<file path="src/rtl/boreal_dbg_pkg.sv">
// Shared types and register-map offsets for the Boreal debug register file.
// The offsets are functions of the channel count so that each instance derives its own map.
package boreal_dbg_pkg;

    typedef enum logic {
        IDLE  = 1'b0,
        BURST = 1'b1
    } dbgState_t;

    localparam logic [15:0] DEAD_PATTERN = 16'hDEAD;

    function automatic int OFS_FLAGS(input int nCh);
        return nCh;
    endfunction

    function automatic int OFS_STICKY(input int nCh);
        return nCh + 1;
    endfunction

    function automatic int OFS_SEQ(input int nCh);
        return nCh + 2;
    endfunction

    function automatic int OFS_ID(input int nCh);
        return nCh + 3;
    endfunction

    function automatic int OFS_PEAK(input int nCh);
        return nCh + 4;
    endfunction

endpackage

</file>
<file path="src/rtl/boreal_peak_hold.sv">
// Peak-hold of one signed channel's magnitude, with the most negative input saturated
// to the largest positive value.
module boreal_peak_hold
    import boreal_dbg_pkg::*;
#(
    parameter int DATA_W = 16
)(
    input  logic              clk,
    input  logic              rst,
    input  logic [DATA_W-1:0] i_obs,
    input  logic              i_clr,
    output logic [DATA_W-1:0] o_peak
);

    localparam logic [DATA_W-1:0] MAX_POS = {1'b0, {(DATA_W-1){1'b1}}};
    localparam logic [DATA_W-1:0] MIN_NEG = {1'b1, {(DATA_W-1){1'b0}}};

    logic [DATA_W-1:0] w_abs;
    logic [DATA_W-1:0] r_peak;

    always_comb begin
        w_abs = i_obs;
        if (i_obs == MIN_NEG) begin
            w_abs = MAX_POS;
        end else if (i_obs[DATA_W-1]) begin
            w_abs = -i_obs;
        end
    end

    always_ff @(posedge clk) begin
        if (rst) begin
            r_peak <= '0;
        end else if (i_clr) begin
            r_peak <= w_abs;
        end else if (w_abs > r_peak) begin
            r_peak <= w_abs;
        end
    end

    assign o_peak = r_peak;

endmodule

</file>
<file path="src/rtl/boreal_debug_regfile.sv">
// Read-only debug register file: snapshot shadow bank, live/sticky flags, and burst reads
// over a valid/ready handshake. Per-channel peak registers exist only with BOREAL_DBG_PEAK_EN.
module boreal_debug_regfile
    import boreal_dbg_pkg::*;
#(
    parameter int                DATA_W   = 16,
    parameter int                N_CH     = 6,
    parameter int                N_FLAGS  = 8,
    parameter int                ADDR_W   = 4,
    parameter logic [DATA_W-1:0] ID_VALUE = 16'hB040
)(
    input  logic                   clk,
    input  logic                   rst,
    input  logic [N_CH*DATA_W-1:0] obs_data,
    input  logic [N_FLAGS-1:0]     flags_in,
    input  logic                   snap_req,
    input  logic                   clr_valid,
    input  logic [N_FLAGS-1:0]     clr_mask,
    input  logic                   clr_peak,
    input  logic                   req_valid,
    output logic                   req_ready,
    input  logic [ADDR_W-1:0]      req_addr,
    input  logic [ADDR_W-1:0]      req_len,
    output logic                   rsp_valid,
    input  logic                   rsp_ready,
    output logic [DATA_W-1:0]      rsp_data,
    output logic                   rsp_last,
    output logic                   snap_busy
);

    dbgState_t         r_state, w_stateNext;
    logic [DATA_W-1:0] r_shadow     [N_CH];
    logic [DATA_W-1:0] w_shadowView [N_CH];
    logic [DATA_W-1:0] r_seq, w_seqView;
    logic [N_FLAGS-1:0] r_sticky;
    logic              r_snapPend;
    logic [ADDR_W-1:0] r_addr, r_cnt, r_len, w_rdAddr;
    logic [DATA_W-1:0] w_rdData, w_flagsExt, w_stickyExt;
    logic              w_capture, w_accept, w_beatDone;
    int                w_rdIdx;

`ifdef BOREAL_DBG_PEAK_EN
    logic [DATA_W-1:0] w_peak [N_CH];
    logic              w_clrPeak;

    assign w_clrPeak = clr_valid && clr_peak;

    for (genvar k = 0; k < N_CH; k++) begin : g_peak
        boreal_peak_hold #(.DATA_W(DATA_W)) u_peak (
            .clk    (clk),
            .rst    (rst),
            .i_obs  (obs_data[k*DATA_W +: DATA_W]),
            .i_clr  (w_clrPeak),
            .o_peak (w_peak[k])
        );
    end
`else
    logic w_unusedClrPeak;
    assign w_unusedClrPeak = clr_peak;
`endif

    always_ff @(posedge clk) begin
        if (rst) begin
            r_state <= IDLE;
        end else begin
            r_state <= w_stateNext;
        end
    end

    always_comb begin
        w_stateNext = r_state;
        req_ready   = 1'b0;
        w_accept    = 1'b0;
        w_beatDone  = 1'b0;
        case (r_state)
            IDLE: begin
                req_ready = 1'b1;
                if (req_valid) begin
                    w_accept    = 1'b1;
                    w_stateNext = BURST;
                end
            end
            BURST: begin
                if (rsp_valid && rsp_ready) begin
                    w_beatDone = 1'b1;
                    if (rsp_last) begin
                        w_stateNext = IDLE;
                    end
                end
            end
            default: w_stateNext = IDLE;
        endcase
    end

    // A capture in the accepting cycle must be visible to that burst's first beat.
    assign w_capture = (r_state == IDLE) && (snap_req || r_snapPend);
    assign w_seqView = w_capture ? r_seq + DATA_W'(1) : r_seq;
    assign w_rdAddr  = (r_state == IDLE) ? req_addr : r_addr + ADDR_W'(1);
    assign w_rdIdx   = int'(w_rdAddr);

    always_comb begin
        for (int k = 0; k < N_CH; k++) begin
            w_shadowView[k] = w_capture ? obs_data[k*DATA_W +: DATA_W] : r_shadow[k];
        end
        w_flagsExt                 = '0;
        w_flagsExt[N_FLAGS-1:0]    = flags_in;
        w_stickyExt                = '0;
        w_stickyExt[N_FLAGS-1:0]   = r_sticky;
    end

    always_comb begin
        w_rdData = DATA_W'(DEAD_PATTERN);
        for (int k = 0; k < N_CH; k++) begin
            if (w_rdIdx == k) w_rdData = w_shadowView[k];
        end
        if (w_rdIdx == OFS_FLAGS(N_CH))  w_rdData = w_flagsExt;
        if (w_rdIdx == OFS_STICKY(N_CH)) w_rdData = w_stickyExt;
        if (w_rdIdx == OFS_SEQ(N_CH))    w_rdData = w_seqView;
        if (w_rdIdx == OFS_ID(N_CH))     w_rdData = ID_VALUE;
`ifdef BOREAL_DBG_PEAK_EN
        for (int k = 0; k < N_CH; k++) begin
            if (w_rdIdx == OFS_PEAK(N_CH) + k) w_rdData = w_peak[k];
        end
`endif
    end

    always_ff @(posedge clk) begin
        if (rst) begin
            for (int k = 0; k < N_CH; k++) r_shadow[k] <= '0;
            r_seq      <= '0;
            r_sticky   <= '0;
            r_snapPend <= 1'b0;
            r_addr     <= '0;
            r_cnt      <= '0;
            r_len      <= '0;
            rsp_valid  <= 1'b0;
            rsp_data   <= '0;
            rsp_last   <= 1'b0;
        end else begin
            r_sticky <= (r_sticky & ~(clr_valid ? clr_mask : '0)) | flags_in;
            if (w_capture) begin
                for (int k = 0; k < N_CH; k++) r_shadow[k] <= w_shadowView[k];
                r_seq      <= w_seqView;
                r_snapPend <= 1'b0;
            end else if (r_state == BURST && snap_req) begin
                r_snapPend <= 1'b1;
            end
            if (w_accept) begin
                r_addr    <= req_addr;
                r_len     <= req_len;
                r_cnt     <= '0;
                rsp_valid <= 1'b1;
                rsp_data  <= w_rdData;
                rsp_last  <= (req_len == '0);
            end else if (w_beatDone) begin
                if (rsp_last) begin
                    rsp_valid <= 1'b0;
                end else begin
                    r_addr   <= w_rdAddr;
                    r_cnt    <= r_cnt + ADDR_W'(1);
                    rsp_data <= w_rdData;
                    rsp_last <= (r_cnt + ADDR_W'(1) == r_len);
                end
            end
        end
    end

    assign snap_busy = r_snapPend;

endmodule

</file>
<file path="config.mk">
export PLATFORM = sky130hd
export DESIGN_NAME = boreal_debug_regfile
export DESIGN_NICKNAME = d
export VERILOG_FILES = /design/src/rtl/boreal_dbg_pkg.sv /design/src/rtl/boreal_peak_hold.sv /design/src/rtl/boreal_debug_regfile.sv
export SDC_FILE = /design/constraint.sdc
export NUM_CORES = 1
export LEC_CHECK = 0
export CAP_MARGIN = 20
export CORE_MARGIN = 2
export CORE_UTILIZATION = 30
export DETAILED_ROUTE_END_ITERATION = 8
export PLACE_DENSITY_LB_ADDON = 0.25
export SYNTH_ARGS = -nofsm -noshare
export SYNTH_HDL_FRONTEND = slang
export SYNTH_SLANG_ARGS = --single-unit
</file>
<file path="constraint.sdc">
create_clock -name clk -period 11.2 [get_ports clk]
set_input_delay 3.36 -clock clk [delete_from_list [all_inputs] [get_ports clk]]
set_output_delay 3.36 -clock clk [all_outputs]
set_load 0.05 [all_outputs]
</file>
* Word level (Yosys, flattened, before mapping)
Memory sizes are Yosys's and may differ from the RTL's.
Cells that the tools add are included.
** Word-level totals
- Logic and storage cells :: 99
- Memory bits (writable) :: 96
- Input port bits :: 127
- Output and inout bits :: 20
- Register bits after elaboration :: 56
- Memories kept :: 1
** Memories
- r_shadow :: depth 6, bits a word 16, rd ports 6, clocked after memory_dff 0, wr ports 6, line boreal_debug_regfile.sv:32 : logic [DATA_W-1:0] r_shadow [N_CH];
** Operators by class
- Add/sub/neg operators :: 3
- Multiplexer cells :: 50
- Reduce and logical (&&, ||, !) cells :: 13
- Equality and inequality tests :: 11
- Bitwise operators :: 11
** Operator list (count)
- 2-to-1 mux 16 bit :: 26
- logical NOT 32 bit :: 1
- equality test 4 bit, second input constant :: 6
- 2-to-1 mux 1 bit :: 18
- adder 16 x 1 -> 16 bit, second input constant :: 1
- 2-to-1 mux 4 bit :: 4
- adder 4 x 1 -> 4 bit, second input constant :: 2
- AND 8 bit :: 1
- equality test 4 x 3 -> 1 bit, second input constant :: 2
- 2-to-1 mux 8 bit :: 1
- inverter 8 bit :: 1
- bitwise OR 8 bit :: 1
- bitwise OR 1 bit :: 6
- AND reduction 2 bit :: 3
- equality test 4 x 2 -> 1 bit, second input constant :: 1
- equality test 4 bit :: 1
- logical NOT 4 bit :: 1
- nonzero test 2 bit :: 2
- OR reduction 2 bit :: 2
- logical AND 1 bit :: 3
- inequality test 2 x 1 -> 1 bit, second input constant :: 1
- inverter 1 bit :: 2
- case mux 1 bit (2 select lines) :: 1
- logical OR 1 bit :: 1

* Longest topological paths before layout
- Word-level depth :: 16
- Depth in mapped cells :: 11
- Mapped depth without buffers :: 8

* Worst setup path after synthesis
No wires, ideal clock.
- Kind :: input to register
- From :: input snap_req
- To :: memory r_shadow[0][0], enable pin
- Arrival :: 5.797 ns
- Path slack :: 4.495 ns
- Stages on the path :: 5
- Data required time :: 10.292 ns
- Cells stage by stage :: o21bai_4 -> buf_2 -> buf_2 -> buf_2 -> nand2b_1
** RTL lines
- start: declaration :: line boreal_debug_regfile.sv:16 : input logic snap_req,
- end: declaration :: line boreal_debug_regfile.sv:32

* Worst setup path after layout
- From :: input snap_req
- To :: register rsp_data[6]
** On the way
- Cells in the longest elaborated chain, start to end :: 16
** Ends and longest elaborated chain
- logical OR 1 bit (*) :: line boreal_debug_regfile.sv:96 : assign w_capture = (r_state == IDLE) && (snap_req || r_snapPend);
- logical AND 1 bit (*) :: line boreal_debug_regfile.sv:96
- 2-to-1 mux 16 bit :: line boreal_debug_regfile.sv:103 : w_shadowView[k] = w_capture ? obs_data[k*DATA_W +: DATA_W] : r_shadow[k];
- 2-to-1 mux 16 bit (6 in series) :: line boreal_debug_regfile.sv:114 : if (w_rdIdx == k) w_rdData = w_shadowView[k];
- 2-to-1 mux 16 bit :: line boreal_debug_regfile.sv:116 : if (w_rdIdx == OFS_FLAGS(N_CH)) w_rdData = w_flagsExt;
- 2-to-1 mux 16 bit :: line boreal_debug_regfile.sv:117 : if (w_rdIdx == OFS_STICKY(N_CH)) w_rdData = w_stickyExt;
- 2-to-1 mux 16 bit (*) :: line boreal_debug_regfile.sv:118 : if (w_rdIdx == OFS_SEQ(N_CH)) w_rdData = w_seqView;
- 2-to-1 mux 16 bit (*) :: line boreal_debug_regfile.sv:119 : if (w_rdIdx == OFS_ID(N_CH)) w_rdData = ID_VALUE;
- 2-to-1 mux 16 bit :: line boreal_debug_regfile.sv:156 : if (rsp_last) begin
- 2-to-1 mux 16 bit :: line boreal_debug_regfile.sv:155 : end else if (w_beatDone) begin
- 2-to-1 mux 16 bit (*) :: line boreal_debug_regfile.sv:148 : if (w_accept) begin
- end signal: assignment :: line boreal_debug_regfile.sv:153 : rsp_data <= w_rdData;
- end signal: assignment :: line boreal_debug_regfile.sv:161 : rsp_data <= w_rdData;
- end: declaration :: line boreal_debug_regfile.sv:26 : output logic [DATA_W-1:0] rsp_data,
Every way passes the cells marked *; elsewhere a longest branch is shown, timed or not. The select of a mux whose other input is x is not followed.
A chain may end at the register's enable or synchronous reset.

==> results.ini <==
[status]
status=completed

[power]
max-vdd-ir-drop_mv=0.1043
finalPower_mw=1.577
powerDensity_mw_per_mm2=151.1
power.leakage_nw=3.836

[final_layout]
drive_gt1_share_pct=6.844
num-fill-cells=2719
final_cell_mix=nand2_1, clkdlybuf4s50_1, and2_1, edfxtp_1, dfxtp_1
final_nets=1096
instances_no_fill=1321
syn_to_final_growth_pct=28.10
final_common_cell=nand2_1

[die]
chipHeight_um=168.8
dieArea_mm2=0.02849
core_mm2=0.02680
start_util_pct=30.40
die_w_um=168.8
num_rows=60
ios=147

[route]
vias=6977
viasPerCell=5.282
drt_wl_total_um=26530
antenna_left=0
wl_per_cell_um=20.09
drtIter0Drc=620
dr.pass1.iters=5
drcViolationCount=0

[timing]
tns_ns=0
drv_slew=0
period_minus_slack_ns=6.286
period_share_pct=56.12
worst_pin_slew_ns=1.054
fmax_mhz=159.1
relSlewSlack_pct=29.35
grt_setup_unrepaired=no
hold_violations=0
setup_violations=0
fin_skew_ns=0.01224

[worst_setup_path]
cp.required_ns=11.49
crit_path_start_kind=input pin
cp.arrival_ns=6.58
slowest_delay_ns=0.77
cpMaxStageDelayCell=buf_4
critical_path_class=input pin to flip-flop
path_cells=clkdlybuf4s50_1 -> o21bai_4 -> buf_4 -> mux2i_1 -> o22ai_1 -> o21ai_0 -> o221ai_1 -> o31ai_1 -> a211oi_1
cp_max_fo=65
cp-end-kind=flip-flop

[clocking]
insertion_delay_ns=0.43
root_buffer=clkbuf_16
cts.sinks=152
cts_hold_buf=0
post_cts_resized=0
cts_buffers=17
clkSlewWorstSetupHoldPaths_ns=0.07
htree_levels=4
post_cts_buffers=0
tritoncts=done
cts_buffer_depth=2

[yosys]
synth.cell_area_mm2=0.008148
ys.flop_type=edfxtp_1
syn_nets=977
syn_area_per_cell_um2=9.620
seq_area_frac_synth_pct=49.14
synth_seq_cells=152
synth-edff-count=96
syn-instance-count=847
synthSimpleGateAreaFrac_pct=22.36
synth_cell_type_count=74
synth_adder_area_share_pct=0.4607
synth_xor_area_share_pct=2.795
synth-async-reset-ratio_pct=0
synth_top_family_by_area=simple AND/OR/NAND/NOR gates
synth_warnings=0
synth_mux_area_share_pct=4.545
synth-compound-area-share_pct=17.09

[grt]
grt_max_degree=97
grt_overflow=0
grt.total_usage_pct=18.60
grt_pass1_vias=6644
grt_antenna_before_repair=0
grt_pass1_wl_um=40130

[place]
dpl.hpwl_um=18320
io_buffers=145
dp.cells=1288
routabilityCongestion=0.8551

[run]
cap_violations=0

[hold_path]
hp-class=flip-flop to flip-flop

[through the flow]
step | setup slack, ns | area (um2) | hold WS (ns) | util (%)
after floorplan | 4.495 | 8148 | 0.4481 | -
after global placement | 4.397 | 9842 | 0.4598 | 36.72
after detailed placement | 4.390 | 9842 | 0.4557 | 36.72
after CTS | 4.846 | 10440 | 0.4655 | 38.94
after global routing | 4.647 | 10440 | 0.4984 | 38.94
final | 4.914 | 10440 | 0.4599 | 38.94
[worst max-delay path, delay by kind of cell]
kind | cells | cell delay, ns
buf+inv | 2 | 1.26
compound gates | 6 | 1.63
mux | 1 | 0.27
[cell families after synthesis]
| family | Yosys count |
|---|---|
| XOR/XNOR | 26 |
| AO/OA/AOI/OAI | 192 |
| AND/OR/NAND/NOR | 378 |
| flip-flops | 152 |
| adder cells (fa/ha/maj) | 3 |
| buffers and inverters | 59 |
| multiplexers | 37 |
[cells in the mapped netlist, types with 6 or more instances]
cell type	n	area share, %
a21oi_1	45	2.8
a221o_1	8	0.98
a221oi_1	7	0.75
a31oi_1	14	1.1
and2_1	97	7.4
buf_2	22	1.4
buf_4	7	0.64
clkbuf_1	20	0.92
dfxtp_1	56	14
edfxtp_1	96	35
mux2i_1	37	4.5
nand2_1	153	7.0
nand3_1	34	2.1
nand4_1	6	0.46
nor2_1	49	2.3
nor3_1	14	0.86
o21ai_0	26	1.6
o221ai_1	8	0.86
o22ai_1	19	1.5
xnor2_1	11	1.2
xor2_1	15	1.6
[sequential cells by signal (all words and copies together) (netlist names)]
register,count
r_shadow,96
r_cnt,4
rsp_data,16
snap_busy,1
r_addr,4
rsp_last,1
rsp_valid,1
r_seq,16
r_sticky,8
r_len,4
r_state,1
[area by class of cell]
| type | instances | area (um2) | area share (%) |
|---|---|---|---|
| Antenna cell | 1 | 2.502 | 0.02398 |
| Clock buffer | 17 | 425.4 | 4.076 |
| Clock inverter | 15 | 167.7 | 1.606 |
| Inverter | 3 | 11.26 | 0.1079 |
| Multi-Input combinational cell | 636 | 3871 | 37.09 |
| Sequential cell | 152 | 4004 | 38.36 |
| Tap cell | 341 | 426.7 | 4.088 |
| Timing Repair Buffer | 156 | 1529 | 14.65 |
[path summary, 6_finish.rpt]
kind                    start     endpoint  slack [ns]  cells after the start
setup / recovery     snap_req  rsp_data[6]        4.91                      9
hold / removal    rsp_data[3]  rsp_data[3]        0.46                      2
setup reg to reg      r_state  rsp_data[6]        7.93                      9
hold reg to reg   rsp_data[3]  rsp_data[3]        0.46                      2
[metal layers]
layer	GRT usage [%]	wire length (um)
met5	0	0
met4	6.184	588
met3	3.531	1478
met2	29.35	12430
met1	25.69	12040
[report_power, final]
part	total, mW	internal, mW	switching (mW)
logic	0.327	0.127	0.200
clock network	0.591	0.334	0.257
registers	0.660	0.640	0.0193
total	1.58	1.10	0.476
(Power assumes the default switching activity.)
